File: config.mk
export PLATFORM = sky130hd
export DESIGN_NAME = convolution_controller
export DESIGN_NICKNAME = d
export VERILOG_FILES = /design/src/rtl/convolution_controller.sv
export SDC_FILE = /design/constraint.sdc
export NUM_CORES = 1
export LEC_CHECK = 0
export ABC_CLOCK_PERIOD_IN_PS = 1800
export BUFFER_PORTS_ARGS = -buffer_cell sky130_fd_sc_hd__buf_2
export CAP_MARGIN = 20
export CORE_MARGIN = 2
export CORE_UTILIZATION = 39
export CTS_BUF_LIST = sky130_fd_sc_hd__clkbuf_4
export DETAILED_ROUTE_END_ITERATION = 12
export GPL_TIMING_DRIVEN = 0
export HOLD_SLACK_MARGIN = 0.02
export PLACE_DENSITY = 0.79
export SLEW_MARGIN = 20
export SYNTH_ARGS = -nofsm -noshare
export SYNTH_HDL_FRONTEND = slang
export SYNTH_SLANG_ARGS = --single-unit
File: constraint.sdc
create_clock -name clk -period 1.8 [get_ports clk]
set_input_delay 0.09 -clock clk [delete_from_list [all_inputs] [get_ports clk]]
set_output_delay 0.09 -clock clk [all_outputs]
set_load 0.02 [all_outputs]
File: src/rtl/convolution_controller.sv
// convolution_controller: steps the convolution datapath over one frame, hiding priming, flushing and tagging outputs
module convolution_controller #(
  parameter int WORDS_PER_ROW = 128,
  parameter int ROWS          = 480,
  parameter int ADDR_W        = 16
) (
  input  logic              clk,
  input  logic              rst_n,
  input  logic              start,
  output logic              busy,
  output logic              frame_done,
  input  logic              in_valid,
  output logic              in_ready,
  input  logic [31:0]       in_data,
  output logic              dp_clk_en,
  output logic [31:0]       dp_input_data,
  input  logic [31:0]       dp_output_data,
  output logic              out_valid,
  input  logic              out_ready,
  output logic [31:0]       out_data,
  output logic [ADDR_W-1:0] out_addr,
  output logic              out_last
);
  localparam int TOTAL = ROWS * WORDS_PER_ROW;
  localparam int PRIME = 2 * WORDS_PER_ROW + 2;
  localparam int STEPS = TOTAL + 2;
  localparam int OUTS  = STEPS - PRIME;
  localparam int SW    = $clog2(STEPS + 1);
  typedef enum logic [1:0] {IDLE, STREAM, FLUSH, DRAIN} state_t;
  state_t r_state, w_next;
  logic [SW-1:0] r_step;
  logic [ADDR_W-1:0] r_addr;
  logic r_out_valid, r_frame_done;
  logic w_adv, w_accept, w_last, w_start;
  assign w_adv         = !r_out_valid || out_ready;
  assign w_accept      = r_out_valid && out_ready;
  assign w_last        = r_out_valid && (r_addr == ADDR_W'(OUTS - 1));
  assign w_start       = (r_state == IDLE) && start;
  assign in_ready      = (r_state == STREAM) && w_adv;
  assign dp_clk_en     = (in_ready && in_valid) || ((r_state == FLUSH) && w_adv);
  assign dp_input_data = (r_state == STREAM) ? in_data : 32'h0;
  assign busy          = r_state != IDLE;
  assign frame_done    = r_frame_done;
  assign out_valid     = r_out_valid;
  assign out_data      = dp_output_data;
  assign out_addr      = r_addr;
  assign out_last      = w_last;
  always_comb begin
    w_next = r_state;
    case (r_state)
      IDLE:    w_next = start ? STREAM : IDLE;
      STREAM:  w_next = (dp_clk_en && r_step == SW'(TOTAL - 1)) ? FLUSH : STREAM;
      FLUSH:   w_next = (dp_clk_en && r_step == SW'(STEPS - 1)) ? DRAIN : FLUSH;
      DRAIN:   w_next = (w_accept && w_last) ? IDLE : DRAIN;
      default: w_next = IDLE;
    endcase
  end
  always_ff @(posedge clk) begin
    if (!rst_n) begin
      r_state      <= IDLE;
      r_step       <= '0;
      r_addr       <= '0;
      r_out_valid  <= 1'b0;
      r_frame_done <= 1'b0;
    end else begin
      r_state      <= w_next;
      r_frame_done <= (r_state == DRAIN) && w_accept && w_last;
      // a step past priming presents a new word; otherwise an accept retires the held one
      r_out_valid  <= (dp_clk_en && r_step >= SW'(PRIME)) || (r_out_valid && !out_ready);
      if (w_start) begin
        r_step <= '0;
        r_addr <= '0;
      end else begin
        if (dp_clk_en) r_step <= r_step + SW'(1);
        if (w_accept) r_addr <= w_last ? '0 : r_addr + ADDR_W'(1);
      end
    end
  end
endmodule

==> results_dict.tcl, run 1 <==
set metrics [dict create \
    cts_root_buf "clkbuf_4" \
    die_w_um 80.7 \
    dpl.hpwl_mm 4.83 \
    gp_congestion 0.829 \
    fin_area_um2 3130 \
    rows 27 \
    drc_errors 0 \
    status "complete, no violations" \
    slowest_stage "or4_4" \
    worst_hold_slack_ns 0.0800 \
    ys_ff_latch 36 \
    syn-mean-instance-area_um2 8.14 \
    critPathMaxStageDelay_ns 0.51 \
    antenna_found_initial 0 \
    cp_top_family "simple AND/OR/NAND/NOR gates" \
    pin_count 155 \
    cts_tree "built" \
    rsz0062_at_grt "yes" \
    skew_ns 0.00598 \
    synthArstFlopShare_pct 0 \
    worst_pin_slew_ns 0.424 \
    drt_wl_total_mm 6.26 \
    grt_first_pass_wirelength_mm 9.53 \
    ys.flop_type "dfxtp_1" \
    viasPerCell 5.02 \
    layout.nets 487 \
    grt_max_degree 11 \
    cts_max_level 2 \
    synth-edff-count 0 \
    dpl-instance-area_um2 3000 \
    fin_crit_ns 1.79 \
    period_share_pct 99.7 \
    post-synth-top-count-cell "and2_1" \
    fmax_mhz 557 \
    slew_viol_final 0 \
    max-clock-path-buffers 2 \
    initial_core_util_pct 40.9 \
    finalSetupTns_ns 0 \
    drt_iter0_drc 158 \
    holdCritPathClass "input port to flop" \
    leakagePower_nw 1.43 \
    clk_pin_slew_ns 0.10 \
    cts.sinks 36 \
    yosysWarnings 0 \
    wl_per_cell_um 12.9 \
    overflow 0 \
    clkLatencyLatePin_ns 0.34 \
    synthTopCellsByArea "dfxtp_1 31%, buf_4 10%, and2_1 10%" \
    grt_pass1_vias 2090 \
    yosys-top-cells-count "37 x and2_1, 36 x dfxtp_1, 32 x buf_4, 17 x nand2_1, 16 x nor2_1" \
    synth-seq-area-share_pct 31.4 \
    cp-end-kind "flop" \
    vias 2429 \
    diodes 0 \
    synth_top_area_share_pct 31.4 \
    die_y_um 80.7 \
    cp_num_buf_inv 2 \
    hold_viol_final 0 \
    portBuffers 122 \
    netlist_instances 282 \
    peakVddDrop_mv 0.223 \
    power_density_nw_per_um2 497 \
    crit_type "flop to flop" \
    required_ns 2.03 \
    yosysTopAreaCell "dfxtp_1" \
    syn-cell-area_um2 2300 \
    crit_path_cell_trace "ha_4 -> nand4_1 -> or4_4 -> buf_4 -> o21ai_4 -> buf_6 -> nor2_1" \
    cap_viol_max_count 0 \
    cts_made_buffers 5 \
    arrival_ns 2.03 \
    syn2layout_area_growth_pct 36.3 \
    relSlewSlack_pct 71.5 \
    setup_viol 0 \
    cp-start-kind "flop" \
    ys_types 47 \
    coreArea_um2 5610 \
    grt_usage_pct 18.4 \
    firstDrtPassIters 4 \
    antenna_left 0 \
    drive_gt1_share_pct 47.3 \
    dieArea_um2 6520 \
    crit_path_max_fanout 10 \
    synth_fp_nets 355 \
]
[worst reg2reg max path, stage by stage, from the launching register on]
cell and delay (ns):
dfxtp_4 0.39, ha_4 0.15, nand4_1 0.10, or4_4 0.51, buf_4 0.16, o21ai_4 0.16, buf_6 0.17, nor2_1 0.06
[path summary, 6_finish.rpt]
kind / startpoint / end / slack [ns] / cells past startpoint
worst min-delay path: out_ready / out_addr[1] / 0.08 / 3
worst min register to register: r_step[15] / r_step[15] / 0.50 / 2
worst max-delay path: out_addr[0] / out_addr[2] / 0.005 / 7
worst max register to register: out_addr[0] / out_addr[2] / 0.005 / 7
[per-layer routing]
metal,track usage (%),wire length [um],up-vias
li1,-,-,1229
met1,23.9,2680,1101
met2,30.8,3100,93
met3,4.27,442,6
met4,4.75,42,0
met5,0,0,-
[power breakdown]
part | leakage (nW) | internal, mW | total, mW | switching (mW)
sequential | 0.297 | 0.796 | 0.802 | 0.00521
clock | 0.0230 | 0.131 | 0.389 | 0.258
combinational | 1.11 | 0.167 | 0.365 | 0.199
[cells by family (layout without fill, tap and decap cells)]
logic type | Yosys count | in the layout | share of synthesized area [%]
multiplexers | 1 | 1 | 0.436
XOR/XNOR | 13 | 13 | 4.96
adder cells (fa/ha/maj) | 4 | 4 | 2.18
buffers and inverters | 49 | 179 | 13.7
AND/OR/NAND/NOR | 131 | 131 | 34.0
flip-flops | 36 | 36 | 31.4
AO/OA/AOI/OAI | 48 | 48 | 13.4
[flip-flops by register name, indices dropped and copies added, names as in the netlist]
| register | cells |
|---|---|
| r_state | 2 |
| out_valid | 1 |
| out_addr | 16 |
| frame_done | 1 |
| r_step | 16 |
[layout by cell type (no fill, tap or decap), types with 3 or more instances in the layout]
cell type / Yosys / routed
and4_1: 5 / 5
and2_1: 37 / 37
o21ai_0: 13 / 12
nand4_1: 11 / 11
nand2_1: 17 / 16
xor2_1: 9 / 9
o31ai_1: 4 / 4
nor4_1: 4 / 4
nor2_1: 16 / 16
or4_1: 5 / 5
nor3_1: 3 / 3
buf_4: 32 / 36
dfxtp_1: 36 / 25
a21oi_1: 15 / 15
ha_1: 4 / 3
inv_1: 8 / 7
nand3_1: 8 / 8
clkbuf_4: 0 / 5
dfxtp_2: 0 / 9
xnor2_1: 4 / 4
or3_1: 10 / 10
clkbuf_2: 0 / 4
buf_2: 3 / 123
[area by class of cell]
class | count | area (um2)
Fill cell | 522 | 2480
Clock buffer | 5 | 37.5
Tap cell | 72 | 90.1
Sequential cell | 36 | 739
Inverter | 8 | 30.0
Timing Repair Buffer | 126 | 649
Buffer | 40 | 289
Multi-Input combinational cell | 197 | 1290
[stage by stage]
stage	power (mW)	std cells	setup slack [ns]	utilization [%]
final	1.56	484	0.00525	55.8
after floorplan	1.05	282	0.000257	-
after CTS	1.57	483	-0.0274	55.2
after global placement	1.18	476	-0.0577	53.5
after detailed placement	1.18	476	-0.159	53.5
after global routing	1.63	484	-0.0676	55.8
[timing repair]
action / CTS / global route
resized for setup: 15 / 16
pin swaps: 2 / 2
hold buffers: 1 / 0
endpoints found under the hold margin: 2 / 0
setup endpoints to repair: 52 / 37
buffers inserted: 1 / 2
(Power assumes the default switching activity.)
==> run 2: changes to the inputs <==
--- a/config.mk
+++ b/config.mk
@@ -15,6 +15,7 @@
 export GPL_TIMING_DRIVEN = 0
 export HOLD_SLACK_MARGIN = 0.02
 export PLACE_DENSITY = 0.79
+export RECOVER_POWER = 50
 export SLEW_MARGIN = 20
 export SYNTH_ARGS = -nofsm -noshare
 export SYNTH_HDL_FRONTEND = slang
==> results_dict.tcl, run 2 (synthesis gave the netlist of run 1 again) <==
set metrics [dict create \
    slowest_stage "or4_4" \
    slew_viol_final 0 \
    clkLatencyLatePin_ns 0.34 \
    initial_core_util_pct 40.9 \
    layout_common_cells "81 x buf_2, 42 x clkbuf_1, 37 x and2_1" \
    overflow 0 \
    coreArea_um2 5610 \
    layout.nets 487 \
    viasPerCell 5.02 \
    cts.sinks 36 \
    power_density_nw_per_um2 503 \
    grt_pass1_vias 2090 \
    antenna_found_initial 0 \
    dieArea_um2 6520 \
    max-clock-path-buffers 2 \
    crit_path_cell_trace "ha_4 -> nand4_1 -> or4_4 -> buf_4 -> o21ai_4 -> buf_6 -> nor2_1" \
    cts_root_buf "clkbuf_4" \
    hold_viol_final 0 \
    pin_count 155 \
    diodes 0 \
    holdCritPathClass "input port to flop" \
    gp_congestion 0.829 \
    min_from "out_ready" \
    r2r_slack_ns -0.000009 \
    drt_wl_total_mm 6.28 \
    critPathMaxStageDelay_ns 0.51 \
    hold-path-endpoint "out_addr[1]" \
    firstDrtPassIters 4 \
    cts_tree "built" \
    setup_viol 1 \
    worst_pin_slew_ns 0.409 \
    crit_path_max_fanout 10 \
    period_share_pct 100 \
    leakagePower_nw 1.30 \
    cp_top_family "simple AND/OR/NAND/NOR gates" \
    final_common_cell "buf_2" \
    drc_errors 0 \
    rows 27 \
    required_ns 2.03 \
    rr_startpoint "out_addr[0]" \
    grt_first_pass_wirelength_mm 9.53 \
    finalSetupTns_ns -0.00000888 \
    arrival_ns 2.03 \
    fmax_mhz 556 \
    multi_input_area_um2 1290 \
    crit_type "flop to flop" \
    relSlewSlack_pct 72.5 \
    rsz0062_at_grt "yes" \
    antenna_left 0 \
    min_path_cells 3 \
    cp-end-kind "flop" \
    portBuffers 122 \
    n_fill_cell 547 \
    r2r_end "out_addr[2]" \
    dp_slack_ns -0.159 \
    violations "negative setup slack" \
    peakVddDrop_mv 0.223 \
    dpl.hpwl_mm 4.83 \
    grt_max_degree 11 \
    drive_gt1_share_pct 37.1 \
    seqCellArea_um2 739 \
    die_y_um 80.7 \
    skew_ns 0.00542 \
    cp_num_buf_inv 2 \
    wl_per_cell_um 13.0 \
    die_w_um 80.7 \
    clk_pin_slew_ns 0.10 \
    vias 2428 \
    final.setup.worst_slack_ns -0.00000888 \
    cp-start-kind "flop" \
    cts_made_buffers 5 \
    syn2layout_area_growth_pct 34.0 \
    fin_crit_ns 1.80 \
    drt_iter0_drc 152 \
    cap_viol_max_count 0 \
    grt_usage_pct 18.4 \
    cts_max_level 2 \
    status "complete, but fails checks" \
    ff2ff_path_depth 7 \
]
## run 2: cell type report
| cell class | instances | share of cell area (%) |
|---|---|---|
| buffer | 40 | 9.39 |
| clock buffer | 5 | 1.22 |
| inverter | 8 | 0.976 |
| multi-input combinational | 197 | 42.0 |
| sequential | 36 | 24.0 |
| tap | 72 | 2.93 |
| timing repair buffer | 126 | 19.4 |
## run 2: worst register-to-register path: stages, from the launching register on
cell and delay, ns:
dfxtp_4 0.39, ha_4 0.15, nand4_1 0.10, or4_4 0.51, buf_4 0.16, o21ai_4 0.16
buf_6 0.17, nor2_1 0.06
## run 2: timing repair
action / 4_1_cts / 5_1_grt
resized for setup: 15 / 16
hold buffers: 1 / 0
setup buffers: 1 / 2
pin swaps: 2 / 2
endpoints found under the hold margin: 2 / 0
endpoints found under the setup margin: 52 / 37
cloned: 0 / 0
## run 2: per-stage QoR
stage	hold WS [ns]	cells	cell area (um2)	utilization (%)	power, mW
CTS	0.0449	483	3090	55.2	1.57
finish	0.0802	484	3080	54.9	1.55
global placement	0.369	476	3000	53.5	1.18
global route	0.0734	484	3080	54.9	1.62
floorplan	0.223	282	2300	-	1.05
detailed placement	0.382	476	3000	53.5	1.18
## run 2: worst max-delay path by stage
stage	start	endpoint	slack, ns	cells past startpoint
floorplan	out_addr[0]	r_state[1]	0.0003	6
CTS	out_addr[10]	out_last	-0.03	4
global route	out_addr[1]	out_last	-0.07	5
detailed placement	r_state[0]	r_step[10]	-0.16	4
global placement	r_state[0]	r_step[0]	-0.06	4
finish	out_addr[0]	out_addr[2]	-0.000009	7
## run 2: layer usage
| metal | routed length, um | track usage [%] | vias to the layer above |
|---|---|---|---|
| met5 | 0 | 0 | - |
| met4 | 42 | 4.75 | 0 |
| met3 | 476 | 4.27 | 6 |
| met2 | 3100 | 30.8 | 100 |
| met1 | 2660 | 23.9 | 1095 |
| li1 | - | - | 1227 |
## run 2: report_power, final
part / total (mW) / leakage [nW] / internal, mW / switching, mW
clock network: 0.389 / 0.0230 / 0.131 / 0.258
registers: 0.802 / 0.297 / 0.796 / 0.00518
logic: 0.356 / 0.980 / 0.156 / 0.200
total: 1.55 / 1.30 / 1.08 / 0.464
